File: src/rtl/gray_conv_pkg.sv
// Shared types and constants for the Gray-code conversion scheduler.
// The state encoding is fixed so that debug probes and waveforms read
// the same across builds.
package gray_conv_pkg;

    // Scheduler FSM states
    typedef enum logic [1:0] {
        IDLE = 2'd0,
        CONV = 2'd1,
        RESP = 2'd2
    } state_t;

    // Job mode encoding carried on i_reqX_mode
    localparam logic MODE_B2G = 1'b0;
    localparam logic MODE_G2B = 1'b1;

endpackage

File: src/rtl/bin_to_gray.sv
// Combinational binary to reflected-Gray converter.
// Each Gray bit is the XOR of the binary bit and its upper neighbour.
module bin_to_gray #(
    parameter int N = 8
) (
    input  logic [N-1:0] bin,
    output logic [N-1:0] gray
);

    assign gray = bin ^ (bin >> 1);

endmodule

File: src/rtl/gray_conv_sched_rr_arb2.sv
// Two-input round-robin arbiter with its own priority pointer.
// A lone requester always wins; on contention the pointer side wins,
// and every grant hands priority to the other side.
module rr_arb2 (
    input  logic       clk,
    input  logic       rst_n,
    input  logic       valid0,
    input  logic       valid1,
    input  logic       advance,
    output logic [1:0] grant,
    output logic       grant_id
);

    logic ptr;

    // Pick the winner; grant stays all-zero when nobody is asking
    always_comb begin
        grant_id = 1'b0;
        grant    = 2'b00;
        if (valid0 && valid1) begin
            grant_id = ptr;
        end else if (valid1) begin
            grant_id = 1'b1;
        end
        if (valid0 || valid1) begin
            grant = grant_id ? 2'b10 : 2'b01;
        end
    end

    // Move priority to the loser whenever a grant is actually taken
    always_ff @(posedge clk or negedge rst_n) begin
        if (!rst_n) begin
            ptr <= 1'b0;
        end else if (advance) begin
            ptr <= ~grant_id;
        end
    end

endmodule

File: src/rtl/gray_to_bin.sv
// Combinational reflected-Gray to binary converter.
// Binary bit i is the running XOR of all Gray bits from the MSB down to i.
module gray_to_bin #(
    parameter int N = 8
) (
    input  logic [N-1:0] gray,
    output logic [N-1:0] bin
);

    // Prefix XOR from the MSB; a local accumulator avoids reading the output back
    always_comb begin
        logic acc;
        acc = 1'b0;
        bin = '0;
        for (int i = N - 1; i >= 0; i--) begin
            acc    = acc ^ gray[i];
            bin[i] = acc;
        end
    end

endmodule

File: src/rtl/gray_conv_sched.sv
// Scheduler sharing one bin_to_gray and one gray_to_bin between two
// requesters. Jobs are granted round-robin, converted in CONV and held
// in RESP until the consumer takes them.
// Optional build macro: GRAY_CONV_CHECK_EN adds a round-trip self-check
// that drives a sticky o_chk_err; without it o_chk_err is tied low.
module gray_conv_sched
    import gray_conv_pkg::*;
#(
    parameter int N = 8
) (
    input  logic         i_clk,
    input  logic         i_rstn,
    input  logic         i_req0_valid,
    output logic         o_req0_ready,
    input  logic         i_req0_mode,
    input  logic [N-1:0] i_req0_data,
    input  logic         i_req1_valid,
    output logic         o_req1_ready,
    input  logic         i_req1_mode,
    input  logic [N-1:0] i_req1_data,
    output logic         o_rsp_valid,
    input  logic         i_rsp_ready,
    output logic [N-1:0] o_rsp_data,
    output logic         o_rsp_id,
    output logic         o_chk_err
);

    state_t       state;
    state_t       next_state;
    logic [1:0]   grant;
    logic         grant_id;
    logic         accept;
    logic         cap_mode;
    logic         cap_id;
    logic [N-1:0] cap_data;
    logic [N-1:0] b2g_out;
    logic [N-1:0] g2b_out;
    logic [N-1:0] conv_result;

    // A job is taken only from IDLE, and only when someone is asking
    assign accept = (state == IDLE) && (i_req0_valid || i_req1_valid);

    rr_arb2 u_arb (
        .clk      (i_clk),
        .rst_n    (i_rstn),
        .valid0   (i_req0_valid),
        .valid1   (i_req1_valid),
        .advance  (accept),
        .grant    (grant),
        .grant_id (grant_id)
    );

    // Ready is masked by reset so both readies read 0 while reset is held
    assign o_req0_ready = i_rstn && (state == IDLE) && grant[0];
    assign o_req1_ready = i_rstn && (state == IDLE) && grant[1];
    assign o_rsp_valid  = (state == RESP);

    // FSM state register
    always_ff @(posedge i_clk or negedge i_rstn) begin
        if (!i_rstn) begin
            state <= IDLE;
        end else begin
            state <= next_state;
        end
    end

    // FSM next-state logic: one cycle of conversion, then hold until consumed
    always_comb begin
        next_state = state;
        case (state)
            IDLE: if (accept) next_state = CONV;
            CONV: next_state = RESP;
            RESP: if (i_rsp_ready) next_state = IDLE;
            default: next_state = IDLE;
        endcase
    end

    // Capture the granted requester's job at the accept edge
    always_ff @(posedge i_clk or negedge i_rstn) begin
        if (!i_rstn) begin
            cap_mode <= MODE_B2G;
            cap_id   <= 1'b0;
            cap_data <= '0;
        end else if (accept) begin
            cap_mode <= grant_id ? i_req1_mode : i_req0_mode;
            cap_id   <= grant_id;
            cap_data <= grant_id ? i_req1_data : i_req0_data;
        end
    end

    bin_to_gray #(.N(N)) u_b2g (
        .bin  (cap_data),
        .gray (b2g_out)
    );

    gray_to_bin #(.N(N)) u_g2b (
        .gray (cap_data),
        .bin  (g2b_out)
    );

    assign conv_result = (cap_mode == MODE_G2B) ? g2b_out : b2g_out;

    // Result and owner only change on the CONV to RESP edge
    always_ff @(posedge i_clk or negedge i_rstn) begin
        if (!i_rstn) begin
            o_rsp_data <= '0;
            o_rsp_id   <= 1'b0;
        end else if (state == CONV) begin
            o_rsp_data <= conv_result;
            o_rsp_id   <= cap_id;
        end
    end

`ifdef GRAY_CONV_CHECK_EN
    logic [N-1:0] chk_b2g;
    logic [N-1:0] chk_g2b;
    logic [N-1:0] round_trip;
    logic         chk_mismatch;
    logic         chk_err_q;

    bin_to_gray #(.N(N)) u_chk_b2g (
        .bin  (conv_result),
        .gray (chk_b2g)
    );

    gray_to_bin #(.N(N)) u_chk_g2b (
        .gray (conv_result),
        .bin  (chk_g2b)
    );

    // Undo the conversion with the opposite converter; it must give the operand back
    assign round_trip   = (cap_mode == MODE_G2B) ? chk_b2g : chk_g2b;
    assign chk_mismatch = (round_trip != cap_data);

    // Sticky error flag, cleared only by reset
    always_ff @(posedge i_clk or negedge i_rstn) begin
        if (!i_rstn) begin
            chk_err_q <= 1'b0;
        end else if ((state == CONV) && chk_mismatch) begin
            chk_err_q <= 1'b1;
        end
    end

    assign o_chk_err = chk_err_q;
`else
    assign o_chk_err = 1'b0;
`endif

endmodule
File: config.mk
export PLATFORM = sky130hd
export DESIGN_NAME = gray_conv_sched
export DESIGN_NICKNAME = d
export VERILOG_FILES = /design/src/rtl/gray_conv_pkg.sv /design/src/rtl/bin_to_gray.sv /design/src/rtl/gray_conv_sched_rr_arb2.sv /design/src/rtl/gray_to_bin.sv /design/src/rtl/gray_conv_sched.sv
export SDC_FILE = /design/constraint.sdc
export NUM_CORES = 1
export LEC_CHECK = 0
export CAP_MARGIN = 30
export CORE_UTILIZATION = 45
export CTS_BUF_LIST = sky130_fd_sc_hd__clkbuf_4 sky130_fd_sc_hd__clkbuf_8
export DETAILED_ROUTE_END_ITERATION = 10
export GPL_ROUTABILITY_DRIVEN = 0
export PLACE_DENSITY = 0.77
export SYNTH_ARGS = -nofsm -noshare
export SYNTH_HDL_FRONTEND = slang
export SYNTH_SLANG_ARGS = --single-unit
export TNS_END_PERCENT = 10
File: constraint.sdc
create_clock -name i_clk -period 1.95 [get_ports i_clk]
set_input_delay 0.585 -clock i_clk [delete_from_list [all_inputs] [get_ports i_clk]]
set_output_delay 0.585 -clock i_clk [all_outputs]
set_load 0.03 [all_outputs]
After elaboration in Yosys (flattened, before gate mapping)
Index checks and enable logic that the tools add are counted.
{"block": "classes", "n_reduce_logical": 8, "mux": 10, "n_eq_ne": 4, "n_bitwise": 9}
{"op": "2-to-1 mux 8 bit", "n": 2}
{"op": "2-to-1 mux 2 bit", "n": 4}
{"op": "bitwise XOR 8 x 7 -> 8 bit", "n": 1}
{"op": "bitwise XOR 1 bit", "n": 7}
{"op": "one-hot mux 2 bit (3 select lines)", "n": 1}
{"op": "logical AND 1 bit", "n": 5}
{"op": "2-to-1 mux 1 bit", "n": 3}
{"op": "== test 2 x 1 -> 1 bit (second input constant)", "n": 1}
{"op": "== test 2 bit (second input constant)", "n": 1}
{"op": "zero test 2 bit", "n": 1}
{"op": "!= test 2 x 1 -> 1 bit (second input constant)", "n": 1}
{"op": "!= test 2 bit (second input constant)", "n": 1}
{"op": "AND reduction 2 bit", "n": 1}
{"op": "logical OR 1 bit", "n": 1}
{"op": "NOT 1 bit", "n": 1}
{"block": "totals", "input_bits": 23, "elab_cells": 38, "output_inout_bits": 13, "register_bits": 22}

Logic depth before layout (Yosys ltp)
{"block": "logic_depth", "ltp_word": 8, "ltp_mapped": 5, "depth_no_buf": 4}

By module
A second synthesis with hierarchy kept.
{"block": "hier_totals", "cells_unflattened": 109, "hier_area_um2": 1370.1}
{"module": "gray_conv_sched", "instances": 1, "seq_area_each_um2": 525.5, "cells_each": 81, "area_per_inst_um2": 1092.3}
{"module": "gray_to_bin", "instances": 1, "seq_area_each_um2": 0.0, "cells_each": 13, "area_per_inst_um2": 125.1}
{"module": "rr_arb2", "instances": 1, "seq_area_each_um2": 25.0, "cells_each": 7, "area_per_inst_um2": 83.8}
{"module": "bin_to_gray", "instances": 1, "seq_area_each_um2": 0.0, "cells_each": 8, "area_per_inst_um2": 68.8}

Least setup slack after synthesis
OpenSTA, ideal clock, no wires.
{"block": "synth_timing", "path_type": "input to output", "start": "input port i_req0_valid", "end": "output port o_req1_ready", "arrival_time_ps": 1394, "required_ps": 1365, "path_stages": 4, "path_slack_ps": -29, "n_path_buf": 1, "cell_sequence": "nand2b_1 -> and3_1 -> clkbuf_1 -> and2_1"}
{"block": "synth_between", "elab_chain_len": 5, "word_cells_on_any_way": 6, "cone_classes": "mux (3); reduce/logical (3)"}
{"element": "start: declaration", "line_no": "gray_conv_sched.sv:13", "rtl": "input logic i_req0_valid,"}
{"element": "logical AND 1 bit", "line_no": "gray_conv_sched_rr_arb2.sv:20", "rtl": "if (valid0 && valid1) begin"}
{"element": "2-to-1 mux 1 bit", "line_no": "gray_conv_sched_rr_arb2.sv:20"}
{"element": "2-to-1 mux 2 bit", "line_no": "gray_conv_sched_rr_arb2.sv:26", "rtl": "grant = grant_id ? 2'b10 : 2'b01;"}
{"element": "2-to-1 mux 2 bit *", "line_no": "gray_conv_sched_rr_arb2.sv:25", "rtl": "if (valid0 || valid1) begin"}
{"element": "logical AND 1 bit *", "line_no": "gray_conv_sched.sv:55", "rtl": "assign o_req1_ready = i_rstn && (state == IDLE) && grant[1];"}
{"element": "end: declaration", "line_no": "gray_conv_sched.sv:18", "rtl": "output logic o_req1_ready,"}
Mark *: on every way between the ends. The rest lies on a longest branch, timed or not.

Worst setup path after layout
{"block": "layout_timing", "start": "register u_arb.ptr", "end": "output port o_req1_ready"}
{"block": "layout_between", "elab_chain_len": 4}
{"element": "start: declaration", "line_no": "gray_conv_sched_rr_arb2.sv:14", "rtl": "logic ptr;"}
{"element": "start signal: assignment", "line_no": "gray_conv_sched_rr_arb2.sv:35", "rtl": "ptr <= ~grant_id;"}
{"element": "2-to-1 mux 1 bit", "line_no": "gray_conv_sched_rr_arb2.sv:20"}
{"element": "2-to-1 mux 2 bit", "line_no": "gray_conv_sched_rr_arb2.sv:26"}
{"element": "2-to-1 mux 2 bit", "line_no": "gray_conv_sched_rr_arb2.sv:25"}
{"element": "logical AND 1 bit", "line_no": "gray_conv_sched.sv:55"}
No other way between the ends.

==> flow_metrics.py <==
metrics = {
    "clock_tree": {
        "cts_sinks": 22,
        "cts_root_buffer": "clkbuf_4",
        "cts_tree": "built",
        "numCtsBuffers": 3,
        "cts-htree-levels": 1,
        "insertion_delay_ns": 0.31,
        "holdBufCountCts": 0,
        "clk_pin_slew_ns": 0.12,
        "clock_path_buffers": 2,
    },
    "sta": {
        "hold_viol": 0,
        "worstMarginPinSlew_ns": 0.507,
        "finalMaxSlewViolations": 0,
        "finalWorstSetupSlack_ns": -0.0200,
        "max_freq_ghz": 0.508,
        "fin_crit_ns": 1.97,
        "rsz0062_at_grt": "true",
        "finalClockSkew_ns": 0.00235,
        "slew_headroom": 0.662,
        "setup_viol": 2,
        "period_share": 1.01,
    },
    "logic_synthesis": {
        "mappedNetlistNets": 140,
        "synthFlopType": "dfrtp_1",
        "seq_area_frac_synth": 0.457,
        "synth_enable_flop_cells": 0,
        "yosysUniqueCellTypes": 33,
        "syn_inst": 117,
        "async_flop_share": 1.00,
        "avgSynthCellArea_um2": 10.3,
        "synth_seq_cells": 22,
        "synth_warnings": 0,
        "syn_area_um2": 1200,
    },
    "worst_setup_path": {
        "cp_max_fo": 3,
        "start_kind": "register",
        "crit_type": "reg -> out",
        "cp_data_required_time_ns": 1.36,
        "cp_slowest_cell": "dfrtp_1",
        "crit_arrival_ns": 1.39,
        "path_cells": "nand2b_1, and3_4, and2_2, buf_6",
        "crit_path_end_kind": "primary output",
        "max_stage_delay_ns": 0.42,
    },
    "drt": {
        "vias": 974,
        "drtIter0Drc": 4,
        "wl_mm": 2.55,
        "vias_per_cell": 5.32,
        "ant_nets": 0,
        "dr.pass1.iters": 6,
        "drc": 0,
        "drt-wirelength-per-cell_um": 13.9,
    },
    "global_route": {
        "grt_usage": 0.211,
        "grt_pass1_wl_mm": 4.36,
        "antenna_found_initial": 0,
        "grt.overflow.total": 0,
        "grt_max_degree": 23,
        "grt_pass1_vias": 957,
    },
    "hold_path": {
        "hold_class": "reg -> reg",
    },
    "flow_run": {
        "drv_cap": 0,
    },
    "finish": {
        "design_area_um2": 1670,
        "layout.nets": 177,
        "stdcell_count": 183,
        "diodes": 0,
        "drive_gt1_frac": 0.163,
        "postLayoutCoreUtil": 0.667,
        "synthToLayoutAreaGrowth_pct": 38.5,
    },
    "floorplan": {
        "dieArea_um2": 2890,
        "die_h_um": 53.7,
        "io-pin-count": 36,
        "num_rows": 18,
        "fp.dieW_um": 53.7,
        "start_util": 0.481,
        "core-area_um2": 2500,
    },
    "placed_design": {
        "placed_cell_area_um2": 1580,
        "port_buffers": 34,
        "place_ws_ns": -0.307,
        "dpl.cell_count": 178,
        "hpwlAfterDp_mm": 1.90,
    },
    "power_and_ir_drop": {
        "power_density_nw_per_um2": 1790,
        "peakVddDrop_uv": 1030,
        "p_leak_nw": 0.890,
    },
    "run_status": {
        "outcome": "finished, violations left",
        "violations": "setup timing",
    },
}
## state kept, by name, indices dropped and copies added, names as in the netlist
name	flops
cap_data	8
cap_id	1
cap_mode	1
o_rsp_data	8
o_rsp_id	1
state	2
u_arb.ptr	1
## worst paths after layout
kind / end / from / cells after the start / slack [ns]
max: o_req1_ready / u_arb.ptr / 4 / -0.02
min: o_rsp_data[6] / o_rsp_data[6] / 2 / 0.49
max reg2reg: o_rsp_data[1] / cap_data[6] / 4 / 0.24
min reg2reg: o_rsp_data[6] / o_rsp_data[6] / 2 / 0.49
max in group asynchronous: o_rsp_data[1] / i_rstn / 2 / 1.07
min in group asynchronous: u_arb.ptr / i_rstn / 2 / 0.67
## metal layers
metal / wire [µm] / global-route usage / part of all wire / vias to the layer above
li1: - / - / - / 475
met1: 1070 / 0.272 / 0.42 / 466
met2: 1350 / 0.366 / 0.53 / 28
met3: 103 / 0.0254 / 0.040 / 5
met4: 27 / 0.0658 / 0.011 / 0
met5: 0 / 0 / 0 / -
## layout by cell type, fill, tap and decap left out, types with 2 or more instances in the layout
| cell type | count |
|---|---|
| clkdlybuf4s50_1 | 20 |
| dlygate4sd2_1 | 2 |
| inv_1 | 2 |
| clkbuf_4 | 3 |
| xnor2_1 | 8 |
| a21o_1 | 11 |
| xor2_1 | 2 |
| dfrtp_1 | 22 |
| a22o_1 | 8 |
| nand3_1 | 3 |
| o21ai_1 | 2 |
| nor3_1 | 3 |
| nand4_1 | 3 |
| buf_4 | 7 |
| o21ai_0 | 4 |
| dlymetal6s2s_1 | 9 |
| xnor2_2 | 3 |
| nand2b_1 | 5 |
| buf_6 | 2 |
| nand2_1 | 16 |
## what timing repair did
item                       in CTS  in global routing
gates resized for setup         4                 17
setup endpoints to repair       4                 11
setup buffers                   0                  1
## Yosys cell counts, drive strengths merged, types with 2 or more instances
library cell	number	area share
a21o	11	0.069
a21oi	2	0.0083
a22o	9	0.067
and2	2	0.010
buf	4	0.018
clkbuf	5	0.017
dfrtp	22	0.46
inv	2	0.0062
nand2	16	0.050
nand2b	5	0.026
nand3	3	0.012
nand4	3	0.016
nor3	3	0.012
o21ai	6	0.025
xnor2	11	0.099
xor2	2	0.015
## logic make-up (layout without fill, tap and decap cells)
logic type,Yosys count,in the layout,synth area share
compound gates,30,30,0.183
xor+xnor,14,14,0.133
buf+inv,11,47,0.0405
flops,22,22,0.457
mux,3,3,0.0364
other cells,1,1,0.00312
simple gates,36,36,0.147
## layout make-up
class / count / area, µm²
tap: 30 / 37.5
multi-input combinational: 84 / 624
sequential: 22 / 551
clock buffer: 4 / 36.3
timing repair buffer: 41 / 410
inverter: 2 / 7.51
fill: 206 / 833
## power breakdown
group | leakage (nW) | switching (mW) | internal, mW
Clock | 0.0210 | 0.144 | 0.114
Combinational | 0.596 | 0.880 | 0.913
Sequential | 0.273 | 0.248 | 0.680
## metrics by stage
step	total power, mW	TNS (ns)	hold WS, ns
detailed placement	2.72	-0.896	0.467
global route	3.21	-0.177	0.527
floorplan	2.23	-0.00370	0.289
CTS	2.97	-0.328	0.499
finish	2.98	-0.0373	0.487
global placement	2.66	-0.761	0.461
## critical path, delay by kind of cell (launching register included)
family	cells	cell delay, ns
AND/OR/NAND/NOR	3	0.51
buffers and inverters	1	0.13
flip-flops	1	0.42
Power figures use the tool's default switching activity.
